## config.mk

```make
export PLATFORM = sky130hd
export DESIGN_NAME = pipe_stage_chain_flat
export DESIGN_NICKNAME = d
export VERILOG_FILES = /design/src/rtl/pipe_pkg.sv /design/src/rtl/pipe_stage_chain_if.sv /design/src/rtl/pipe_stage.sv /design/src/rtl/pipe_stage_chain.sv /design/src/flat_wrapper.sv
export SDC_FILE = /design/constraint.sdc
export NUM_CORES = 1
export LEC_CHECK = 0
export CAP_MARGIN = 10
export CORE_MARGIN = 2
export CORE_UTILIZATION = 44
export CTS_CLUSTER_SIZE = 20
export DETAILED_ROUTE_END_ITERATION = 16
export PLACE_DENSITY_LB_ADDON = 0.05
export SYNTH_ARGS = -nofsm -noshare
export SYNTH_HDL_FRONTEND = slang
export SYNTH_SLANG_ARGS = --single-unit
```

## constraint.sdc

```tcl
create_clock -name clk_i -period 2.15 [get_ports clk_i]
set_input_delay 0.43 -clock clk_i [delete_from_list [all_inputs] [get_ports clk_i]]
set_output_delay 0.43 -clock clk_i [all_outputs]
set_load 0.03 [all_outputs]
```

## src/rtl/pipe_pkg.sv

```systemverilog
// Shared constants and helpers for the pipeline stage chain and its users.
package pipe_pkg;

    localparam int CNT_W_DEFAULT = 16;
    localparam int STAGES_MAX    = 16;

    function automatic int occ_w(input int stages);
        return $clog2(stages + 1);
    endfunction

endpackage

```

## src/rtl/pipe_stage_chain_if.sv

```systemverilog
// Producer/consumer handshake of the pipeline stage chain: input side at stage 0,
// output side at the oldest stage.
interface pipe_stage_chain_if #(
    parameter int WIDTH = 32
);

    logic             in_valid_i;
    logic [WIDTH-1:0] in_data_i;
    logic             in_ready_o;
    logic             out_valid_o;
    logic [WIDTH-1:0] out_data_o;
    logic             out_ready_i;

    modport master (
        output in_valid_i,
        output in_data_i,
        output out_ready_i,
        input  in_ready_o,
        input  out_valid_o,
        input  out_data_o
    );

    modport slave (
        input  in_valid_i,
        input  in_data_i,
        input  out_ready_i,
        output in_ready_o,
        output out_valid_o,
        output out_data_o
    );

endinterface

```

## src/rtl/pipe_stage.sv

```systemverilog
// One pipeline register: a valid bit plus a payload that only loads alongside a valid item.
module pipe_stage #(
    parameter int WIDTH = 32
) (
    input  logic             clk,
    input  logic             rst_n,
    input  logic             load,
    input  logic             in_valid,
    input  logic [WIDTH-1:0] in_data,
    input  logic             flush,
    output logic             valid,
    output logic [WIDTH-1:0] data
);

    // Flush wins over both hold and load; a killed item never reaches the payload.
    always_ff @(posedge clk or negedge rst_n) begin
        if (!rst_n) begin
            valid <= 1'b0;
            data  <= '0;
        end else begin
            if (flush) begin
                valid <= 1'b0;
            end else if (load) begin
                valid <= in_valid;
            end
            if (load && in_valid && !flush) begin
                data <= in_data;
            end
        end
    end

endmodule

```

## src/rtl/pipe_stage_chain.sv

```systemverilog
// Parametrised chain of pipeline registers with stall, flush, bubble squeeze and
// per-stage taps for forwarding and hazard logic.
module pipe_stage_chain
    import pipe_pkg::*;
#(
    parameter int WIDTH    = 32,
    parameter int STAGES   = 4,
    parameter bit COLLAPSE = 1'b1,
    parameter int CNT_W    = CNT_W_DEFAULT
) (
    input  logic                      clk_i,
    input  logic                      rst_i,
    input  logic                      start_i,
    pipe_stage_chain_if.slave         bus,
    input  logic [STAGES-1:0]         stall_i,
    input  logic [STAGES-1:0]         flush_i,
    output logic [STAGES-1:0]         stage_valid_o,
    output logic [STAGES*WIDTH-1:0]   stage_data_o,
    output logic [occ_w(STAGES)-1:0]  occupancy_o,
    output logic [CNT_W-1:0]          stall_cnt_o
);

    localparam int OCC_W = occ_w(STAGES);

    logic [STAGES-1:0] blocked;
    logic [STAGES-1:0] stage_in_valid;
    logic              in_ready;

    // Backpressure ripples from the oldest stage towards stage 0. With COLLAPSE an
    // empty stage never blocks, so a bubble can be squeezed out under a stall.
    always_comb begin
        blocked = '1;
        if (start_i) begin
            if (COLLAPSE) begin
                blocked[STAGES-1] = stage_valid_o[STAGES-1]
                                  & (stall_i[STAGES-1] | ~bus.out_ready_i);
            end else begin
                blocked[STAGES-1] = stall_i[STAGES-1]
                                  | (stage_valid_o[STAGES-1] & ~bus.out_ready_i);
            end
            for (int k = STAGES - 2; k >= 0; k--) begin
                if (COLLAPSE) begin
                    blocked[k] = stage_valid_o[k] & (stall_i[k] | blocked[k+1]);
                end else begin
                    blocked[k] = stall_i[k] | blocked[k+1];
                end
            end
        end
    end

    assign in_ready        = ~blocked[0] & start_i;
    assign bus.in_ready_o  = in_ready;
    assign bus.out_valid_o = stage_valid_o[STAGES-1];
    assign bus.out_data_o  = stage_data_o[(STAGES-1)*WIDTH +: WIDTH];

    always_comb begin
        stage_in_valid    = '0;
        stage_in_valid[0] = bus.in_valid_i & in_ready;
        for (int k = 1; k < STAGES; k++) begin
            stage_in_valid[k] = stage_valid_o[k-1] & ~blocked[k-1];
        end
    end

    for (genvar k = 0; k < STAGES; k++) begin : g_stage
        logic [WIDTH-1:0] d_in;
        if (k == 0) begin : g_head
            assign d_in = bus.in_data_i;
        end else begin : g_body
            assign d_in = stage_data_o[(k-1)*WIDTH +: WIDTH];
        end
        pipe_stage #(.WIDTH(WIDTH)) u_stage (
            .clk      (clk_i),
            .rst_n    (rst_i),
            .load     (~blocked[k]),
            .in_valid (stage_in_valid[k]),
            .in_data  (d_in),
            .flush    (flush_i[k]),
            .valid    (stage_valid_o[k]),
            .data     (stage_data_o[k*WIDTH +: WIDTH])
        );
    end

    always_comb begin
        occupancy_o = '0;
        for (int k = 0; k < STAGES; k++) begin
            occupancy_o = occupancy_o + OCC_W'(stage_valid_o[k]);
        end
    end

    // Counts cycles where the producer offers an item the chain cannot take; saturates.
    always_ff @(posedge clk_i or negedge rst_i) begin
        if (!rst_i) begin
            stall_cnt_o <= '0;
        end else if (bus.in_valid_i && !in_ready && (stall_cnt_o != {CNT_W{1'b1}})) begin
            stall_cnt_o <= stall_cnt_o + CNT_W'(1);
        end
    end

endmodule

```

## src/flat_wrapper.sv

```systemverilog
// flat-port wrapper written by rule: the top's interface ports become plain ports
module pipe_stage_chain_flat import pipe_pkg::*;
#(
    parameter int WIDTH    = 32,
    parameter int STAGES   = 4,
    parameter bit COLLAPSE = 1'b1,
    parameter int CNT_W    = CNT_W_DEFAULT
)
  (clk_i, rst_i, start_i, stall_i, flush_i, stage_valid_o, stage_data_o, occupancy_o, stall_cnt_o, bus_in_valid_i, bus_in_data_i, bus_out_ready_i, bus_in_ready_o, bus_out_valid_o, bus_out_data_o);
  pipe_stage_chain_if #(.WIDTH(WIDTH)) bus_i ();
  input  logic clk_i;
  input  logic rst_i;
  input  logic start_i;
  input  logic [STAGES-1:0] stall_i;
  input  logic [STAGES-1:0] flush_i;
  output logic [STAGES-1:0] stage_valid_o;
  output logic [STAGES*WIDTH-1:0] stage_data_o;
  output logic [occ_w(STAGES)-1:0] occupancy_o;
  output logic [CNT_W-1:0] stall_cnt_o;
  input wire logic [$bits(bus_i.in_valid_i)-1:0] bus_in_valid_i;
  input wire logic [$bits(bus_i.in_data_i)-1:0] bus_in_data_i;
  input wire logic [$bits(bus_i.out_ready_i)-1:0] bus_out_ready_i;
  output wire logic [$bits(bus_i.in_ready_o)-1:0] bus_in_ready_o;
  output wire logic [$bits(bus_i.out_valid_o)-1:0] bus_out_valid_o;
  output wire logic [$bits(bus_i.out_data_o)-1:0] bus_out_data_o;
  assign bus_i.in_valid_i = bus_in_valid_i;
  assign bus_i.in_data_i = bus_in_data_i;
  assign bus_i.out_ready_i = bus_out_ready_i;
  assign bus_in_ready_o = bus_i.in_ready_o;
  assign bus_out_valid_o = bus_i.out_valid_o;
  assign bus_out_data_o = bus_i.out_data_o;
  pipe_stage_chain #(.WIDTH(WIDTH), .STAGES(STAGES), .COLLAPSE(COLLAPSE), .CNT_W(CNT_W)) u_core (.clk_i(clk_i), .rst_i(rst_i), .start_i(start_i), .bus(bus_i), .stall_i(stall_i), .flush_i(flush_i), .stage_valid_o(stage_valid_o), .stage_data_o(stage_data_o), .occupancy_o(occupancy_o), .stall_cnt_o(stall_cnt_o));
endmodule
```

==> reports/results.txt <==
Worst EP arrival: 1.86 ns
final wirelength: 14.33 mm
Synth async-reset ratio: 100.0%
clk buf depth: 2
CTS H-tree lvls: 4
Highest Clock Rate: 437.0 MHz
metal2 WL: 6.953 mm
uppermost layer routed: met4
Synth top area share: 60.24%
Post-Syn Nets: 464
worst path cell trace: ha_4, fa_2, ha_4, buf_6
CTS tree: built
Final Max Tran Viols: 0
WL per Instance: 17.22 um
routability-driven placement congestion ratio: 0.8098
area post-placement: 0.008563 mm^2
Crit path largest cell delay: 0.41 ns
Worst R2R Path Depth: 8
Min Hold Slack: 0.4142 ns
r2r endpoint: u_core.g_stage[1].u_stage.data[9]
WP data required: 1.72 ns
mapped cell area: 0.006148 mm^2
measured slew at the worst slew-check pin: 0.5350 ns
Post-synth EDFFs: 0
status: complete, but fails checks
worst setup path start: u_core.g_stage[1].u_stage.valid
Static Leak: 4.181 nW
pwr dens: 991.7 mW/mm^2
Iter 0 DRT Violations: 191
failing checks: negative setup slack
core box area: 0.01377 mm^2
via count: 4082
TritonCTS Buffers: 17
critical path startpoint category: flip-flop
Die H: 122.2 um
initial antenna violation count: 0
slowest stage cell on the critical path: dfrtp_1
Commonest cells post-synth: dfrtp_1 (148), mux2_2 (128), buf_4 (36)
GRT Residual Overflow: 0
dpl hpwl: 10.24 mm
setup ws final: -0.1383 ns
die area: 0.01494 mm^2
# diodes: 0
cell mode on critical path: ha_4
first-pass GRT wire length: 22.13 mm
worst-case clock skew: 0.005655 ns
Setup violations, final: 3
Netlist cell types: 41
Top Ports: 230
sequential element share of the synthesized area: 60.24%
Worst setup endpoint: occupancy_o[1]
worst hold path type: input port to asynchronous set/reset pin
min cycle time layout: 2.288 ns
WS Path Type: flip-flop to output port
Slew HR: 64.33%
Max VDD drop: 0.7093 mV
layout cell share with drive strength beyond 1: 31.44%
Setup WS pre-CTS: -0.2328 ns
crit path max fanout: 2
final hold violation count: 0
GRT Util Overall: 19.88%
final worst path period share: 106.4%
Clock Root Buffer: clkbuf_16
vias in the first global route: 4161
Final Net Count: 688
Worst-Skew Late Latency: 0.41 ns
R2R Setup Slk: 0.12 ns
drt pass-1 iters: 4
Setup crit end kind: output port
flops & latches, synth: 148
Via density: 4.906
IO Port Bufs: 229
Max Cap Viol: 0
mean area per synthesized cell: 14.82 um^2
row cnt: 43
Post-Synthesis Cells: 415
post-route insts no fill: 832
top_reg_cell synth: dfrtp_1
metal3 WL: 1.022 mm
reg-to-reg startpoint: u_core.g_stage[2].u_stage.valid
met1 wire length: 5.871 mm
Initial Utilization: 44.64%
Die Wd: 122.2 um
most frequent cell after synthesis: dfrtp_1
largest net degree at the start of global routing: 73
Yosys top cell by area: dfrtp_1
final antenna-violating net count: 0
Area contributors post-synth: dfrtp_1 (60%), mux2_2 (23%), buf_4 (4.4%)
fin area: 0.009324 mm^2
Clock Sinks: 148
unrepaired setup endpoints after global routing: true
dpl cells: 795
DRC Markers: 0
clock slew at reported path FFs: 0.06 ns
Area Overhead vs Synth: 51.65%
synth warn: 0
-- sequential cells by signal (all words and copies together), names as in the netlist --
signal / count
u_core.stall_cnt_o: 16
u_core.g_stage.u_stage.data: 128
u_core.g_stage.u_stage.valid: 4
-- layer usage --
metal  global-route usage [%]  vias to the layer above
met3                    6.552                       29
met4                    10.06                        0
li1                         -                     1871
met2                    31.22                      153
met1                    24.63                     2029
met5                        0                        -
-- area by class of cell --
| type | count | area, um^2 |
|---|---|---|
| tap | 180 | 225.2 |
| timing repair buffer | 254 | 2609 |
| fill | 1054 | 4449 |
| clock inverter | 7 | 141.4 |
| sequential | 148 | 3705 |
| clock buffer | 25 | 515.5 |
| inverter | 6 | 22.52 |
| multi-input combinational | 212 | 2106 |
-- where the power goes --
part           internal, mW  total (mW)  leakage, nW  switching (mW)
registers              3.21        3.58         1.94           0.365
logic                  1.13        2.45         1.92            1.31
clock network          2.13        3.22        0.320            1.09
total                  6.48        9.25         4.18            2.77
-- worst max-delay path, delay by kind of cell, from the launching register on --
kind	cells	cell delay [ns]
adders and majority gates	3	0.92
buffers and inverters	1	0.12
DFF	1	0.41
-- placed cells by master, fill, tap and decap left out, types with 2 or more instances in the layout --
master and instances:
nand4_1 2, nor4_1 2, a21oi_1 2, nor3_1 6, mux2_2 128, a21o_1 2, buf_6 7, xor2_1 7
clkdlybuf4s50_1 221, xnor2_1 6, clkbuf_1 2, buf_4 13, nand3_1 10, ha_4 2, clkbuf_16 17, dfrtp_1 147
clkbuf_8 6, nand2_1 9, nor2_1 5, bufinv_16 4, buf_12 9, inv_1 6, mux2_1 3, nand3b_1 2
dlygate4sd2_1 2, a21oi_2 2
-- how the worst min path moves through the flow --
stage	start	endpoint
floorplan	rst_i	u_core.g_stage[0].u_stage.data[0]
global placement	rst_i	u_core.g_stage[3].u_stage.data[7]
detailed placement	rst_i	u_core.g_stage[3].u_stage.data[7]
CTS	rst_i	u_core.g_stage[3].u_stage.data[7]
global route	rst_i	u_core.g_stage[3].u_stage.data[3]
finish	rst_i	u_core.g_stage[3].u_stage.data[7]
-- metrics by stage --
| step | power, mW | TNS [ns] | util (%) |
|---|---|---|---|
| finish | 9.247 | -0.1986 | 67.70 |
| global route | 9.636 | -0.3500 | 67.70 |
| CTS | 9.344 | -0.3588 | 67.60 |
| detailed placement | 6.085 | -20.77 | 62.17 |
| global placement | 6.040 | -16.83 | 62.17 |
| floorplan | 4.869 | 0 | - |
-- kinds of logic (layout without fill, tap and decap cells) --
| kind of cell | count (synthesis) | in the layout | synth area share [%] |
|---|---|---|---|
| DFF | 148 | 148 | 60.24 |
| muxes | 131 | 131 | 23.99 |
| buffers and inverters | 55 | 292 | 6.125 |
| and+or+nand+nor | 52 | 52 | 5.393 |
| xor gates and xnor gates | 13 | 13 | 1.852 |
| AOI/OAI and AO/OA | 12 | 12 | 1.465 |
| adders and majority gates | 4 | 4 | 0.9362 |
-- timing repair --
item / CTS / global route
buffers inserted: 4 / 1
pin swaps: 4 / 4
hold buffers: 1 / 0
endpoints found under the setup margin: 4 / 22
hold endpoints to repair: 17 / 0
gates resized for setup: 17 / 3
Note: power is estimated with default switching activity, not from simulation.
==> edit 1, RTL diff (same flow settings) <==
Register the output `stall_cnt_o` once more, with the module's reset; this adds one clock of latency there. The other outputs are not delayed to match.
--- a/src/rtl/pipe_stage_chain.sv
+++ b/src/rtl/pipe_stage_chain.sv
@@ -21,6 +21,8 @@
 );
 
     localparam int OCC_W = occ_w(STAGES);
+
+    logic [CNT_W-1:0] stall_cnt_s0;
 
     logic [STAGES-1:0] blocked;
     logic [STAGES-1:0] stage_in_valid;
@@ -90,9 +92,17 @@
     // Counts cycles where the producer offers an item the chain cannot take; saturates.
     always_ff @(posedge clk_i or negedge rst_i) begin
         if (!rst_i) begin
+            stall_cnt_s0 <= '0;
+        end else if (bus.in_valid_i && !in_ready && (stall_cnt_s0 != {CNT_W{1'b1}})) begin
+            stall_cnt_s0 <= stall_cnt_s0 + CNT_W'(1);
+        end
+    end
+
+    always_ff @(posedge clk_i or negedge rst_i) begin
+        if (!rst_i) begin
             stall_cnt_o <= '0;
-        end else if (bus.in_valid_i && !in_ready && (stall_cnt_o != {CNT_W{1'b1}})) begin
-            stall_cnt_o <= stall_cnt_o + CNT_W'(1);
+        end else begin
+            stall_cnt_o <= stall_cnt_s0;
         end
     end
 
Behaviour: not the same (Yosys sat finds a counterexample within 4 cycles, from zero or initial values and one cycle with rst_i low).
==> edit 1 against the unedited design <==
Sequential share of layout area up 2.0 points; routed wire length up 5.6%; synthesized area rose by 9.7%; setup slack better by 0.021 ns; global-route usage is 0.46 points lower; combinational power is 3% higher; the flow still finishes with violations (negative setup slack); sequential cell count grew 16; critical path depth unchanged; power up 5.2%; final area rose by 5.4%; maximum frequency grew 0.91%.
==> edit 1: results (changes against the unedited design) <==
synth:
  synth_commonest_cells: "dfrtp_1, mux2_2, buf_4, mux2_4, nand3_1"
  avgSynthCellArea_um2: 15.5  # +4.6%
  ys_top_cells_by_area: "dfrtp_1, mux2_2, mux2_4"
  ys_seq_area_share_pct: 60.9  # +0.62 points
global_route:
  grt_max_degree: 63  # -14%
  grt_antenna_before_repair: 1  # +1
  track_usage_pct: 19.4  # -0.46 points
  grt_pass1_wl_um: 23900  # +8.2%
  gr-usage-met2_pct: 32.3  # +1.1 points
sta:
  fin_ws_ns: -0.118  # +0.0207 ns
  finalSetupViolCount: 3  # unchanged
  worst_pin_slew_ns: 0.402  # -0.133 ns
  finalClockSkew_ns: 0.00681  # +0.00116 ns
detailed_routing:
  vias: 4188  # +2.6%
  met2_length_um: 7650  # +10%
  drtIter0Drc: 130  # -32%
cells_and_area:
  largestRegisters: "u_core.g_stage.u_stage.data (128), u_core.stall_cnt_o (16), u_core.stall_cnt_s0 (16)"
  fill_cells: 1087  # +3.1%
  drive_gt1_share_pct: 30.9  # -0.56 points
  final_nets: 703  # +2.2%
power:
  cellLeakagePower_nw: 4.46  # +6.7%
  p_comb_mw: 2.53  # +3%
  p_clk_mw: 3.23  # about the same
  p_int_mw: 6.82  # +5.3%
placement:
  postPlaceCellArea_um2: 9110  # +6.4%
  pre_cts_slack_ns: -0.200  # +0.0331 ns
  dp_hpwl_um: 10800  # +5.5%
  place_inst: 822  # +3.4%
clock_network:
  cts_setup_buffers: 0  # -4
  post_cts_resized: 13  # -4
setup_path:
  r2r_cells: 7  # -1
  r2r_end: "u_core.g_stage[1].u_stage.data[31]"
run_status:
  status: "complete, but fails checks"
  violations: "negative setup slack"
-- edit 1: changes by cell type after synthesis, sizes merged, moves of 2 or more --
cell   before  now
dfrtp     148  164
xnor2       6   14
and3        2    9
xor2        7    0
nand3      11   15
nor3        7    3
buf        49   52
nor2        5    3
nor4        2    0
nor4b       2    0
-- edit 1: layout make-up --
| class | count | share of cell area [%] |
|---|---|---|
| tap | 188 | 2.39 |
| clock buffer | 20 | 4.75 |
| multi-input combinational | 213 | 22.6 |
| inverter | 6 | 0.229 |
| sequential | 164 | 41.8 |
| timing repair buffer | 252 | 26.4 |
| clock inverter | 12 | 1.81 |
| antenna | 1 | 0.0255 |
-- edit 1: cells by family after synthesis --
group | count (synthesis) | synth area share, %
compound gates | 12 | 1.56
xor+xnor | 14 | 1.82
fa+ha+maj | 4 | 0.854
buf+inv | 58 | 6.88
flops | 164 | 60.9
mux | 130 | 23.3
simple gates | 53 | 4.71
==> edit 2, RTL diff (config.mk and constraints unchanged) <==
Made on the original files. `COLLAPSE` is set to 1'b1 in 2 places; all go to 1'b0.
--- a/src/rtl/pipe_stage_chain.sv
+++ b/src/rtl/pipe_stage_chain.sv
@@ -5,7 +5,7 @@
 #(
     parameter int WIDTH    = 32,
     parameter int STAGES   = 4,
-    parameter bit COLLAPSE = 1'b1,
+    parameter bit COLLAPSE = 1'b0,
     parameter int CNT_W    = CNT_W_DEFAULT
 ) (
     input  logic                      clk_i,
--- a/src/flat_wrapper.sv
+++ b/src/flat_wrapper.sv
@@ -3,7 +3,7 @@
 #(
     parameter int WIDTH    = 32,
     parameter int STAGES   = 4,
-    parameter bit COLLAPSE = 1'b1,
+    parameter bit COLLAPSE = 1'b0,
     parameter int CNT_W    = CNT_W_DEFAULT
 )
   (clk_i, rst_i, start_i, stall_i, flush_i, stage_valid_o, stage_data_o, occupancy_o, stall_cnt_o, bus_in_valid_i, bus_in_data_i, bus_out_ready_i, bus_in_ready_o, bus_out_valid_o, bus_out_data_o);
Check against the original RTL: not equivalent (a bounded check fails within 4 cycles, from zero or initial values and one cycle with rst_i low).
==> edit 2 against the unedited design <==
The flow still finishes with violations (negative setup slack); critical path type unchanged; routed wire length up 3.4%; setup slack better by 0.017 ns; synthesized area up 5.9%; via count down 0.32%; count of clock-buffer cells in the layout down 4; final area up 2.7%; sequential cell count unchanged.
Power is not compared: it rests on default switching activity, and its combinational part moved more than twofold at a synthesized area within 25%.
==> edit 2: results (changes against the unedited design) <==
run_status:
  status: "complete, but fails checks"
  violations: "negative setup slack"
synth:
  syn_nets: 456  # -1.7%
  ys_seq_area_share_pct: 56.9  # -3.3 points
  ys_top_cells_by_area: "dfrtp_1, mux2_4, mux2_2"
  synthArstFlopShare_pct: 100  # unchanged
  synth_commonest_cells: "dfrtp_1, mux2_4, buf_4, mux2_2, nand2_1"
global_route:
  grt_max_degree: 53  # -27%
  grt_pass1_wl_um: 23600  # +6.5%
  track_usage_pct: 19.2  # -0.68 points
  grt_antenna_before_repair: 0  # unchanged
  grt_pass1_vias: 4182  # +0.50%
setup_path:
  crit_path_start: "u_core.g_stage[1].u_stage.valid"
  regToRegSetupSlack_ns: 0.10  # -0.02 ns
  r2r_cells: 5  # -3
  timing.rr.start: "u_core.g_stage[3].u_stage.valid"
  setup.worst_path.end: "occupancy_o[1]"
  r2r_end: "u_core.g_stage[3].u_stage.data[8]"
  worstPathArrival_ns: 1.84  # -0.02 ns
  cp_top_family: "adder cells"
clock_network:
  insertion_delay_ns: 0.42
  post_cts_resized: 18  # +1
  cts_setup_buffers: 0  # -4
  cts.htree.levels: 4  # unchanged
  cts_buffer_depth: 2  # unchanged
  cts_root_buf: "clkbuf_16"
  cts_made_buffers: 17  # unchanged
sta:
  worst_pin_slew_ns: 0.490  # -0.0446 ns
  whs_ns: 0.454  # +0.0398 ns
  finalClockSkew_ns: 0.00815  # +0.00249 ns
  fin_ws_ns: -0.121  # +0.0168 ns
  finalSetupViolCount: 3  # unchanged
cells_and_area:
  final_nets: 676  # -1.7%
  largestRegisters: "u_core.g_stage.u_stage.data (128), u_core.stall_cnt_o (16), u_core.g_stage.u_stage.valid (4)"
  buffers: 253  # -0.39%
  drive_gt1_share_pct: 30.6  # -0.82 points
  buf_share_pct: 27.1  # -0.87 points
  multi_input_gates: 204  # -3.8%
  seq_share_pct: 38.7  # -1.0 points
  nClkBuffers: 21  # -16%
  clk_share_pct: 6.96  # -0.081 points
  multi_input_area_um2: 2370  # +12%
  n_all_inverters: 3  # -3
  fill_cells: 1086  # +3.0%
detailed_routing:
  vias: 4069  # -0.32%
  drtIter0Drc: 122  # -36%
  drtPass1Iterations: 4  # unchanged
  routed_wl_um: 14800  # +3.4%
  drc: 0  # unchanged
power:
  pwr-share-seq_pct: 41.4
  comb_power_share_pct: 14.9
placement:
  gp_congestion: 0.803  # -0.89%
  dp_hpwl_um: 10300  # +0.30%
-- edit 2: through the flow --
step	TNS (ns)	worst slack, ns	cells	area [um2]	utilization, %
finish	-0.176	-0.121	824	9580	66.1
global route	-0.360	-0.184	824	9580	66.1
CTS	-0.356	-0.176	824	9550	66.0
detailed placement	-57.63	-0.452	790	8820	60.9
global placement	-56.11	-0.437	790	8820	60.9
floorplan	-9.69	-0.163	407	6510	-
-- edit 2: per-layer routing --
layer  vias to the layer above  track usage, %  wire length (um)
met5                         -               0                 0
met4                         0            5.82               181
met3                        16            6.84              1150
met2                       171            30.6              7200
met1                      2054            24.8              6280
li1                       1828               -                 -
-- edit 2: worst min-delay path by stage --
stage	endpoint	cells after the start
after floorplan	u_core.g_stage[0].u_stage.data[0]	0
after global placement	u_core.g_stage[3].u_stage.data[3]	1
after detailed placement	u_core.g_stage[3].u_stage.data[3]	1
after CTS	u_core.g_stage[3].u_stage.data[3]	2
after global routing	u_core.g_stage[2].u_stage.data[9]	2
final	u_core.g_stage[3].u_stage.data[4]	2
-- edit 2: cell families (layout without fill, tap and decap cells) --
family / after synthesis / after routing / synth area share (%)
DFF: 148 / 148 / 56.9
muxes: 129 / 129 / 27.3
buffers and inverters: 55 / 288 / 7.42
and+or+nand+nor: 49 / 49 / 4.67
xor gates and xnor gates: 12 / 12 / 1.61
AOI/OAI and AO/OA: 10 / 10 / 1.19
adders and majority gates: 4 / 4 / 0.884
-- edit 2: worst reg2reg max path, delay by kind of cell, from the launching register on --
family	cells	cell delay (ns)
muxes	1	0.32
DFF	1	0.44
and+or+nand+nor	3	0.98
buffers and inverters	1	0.19
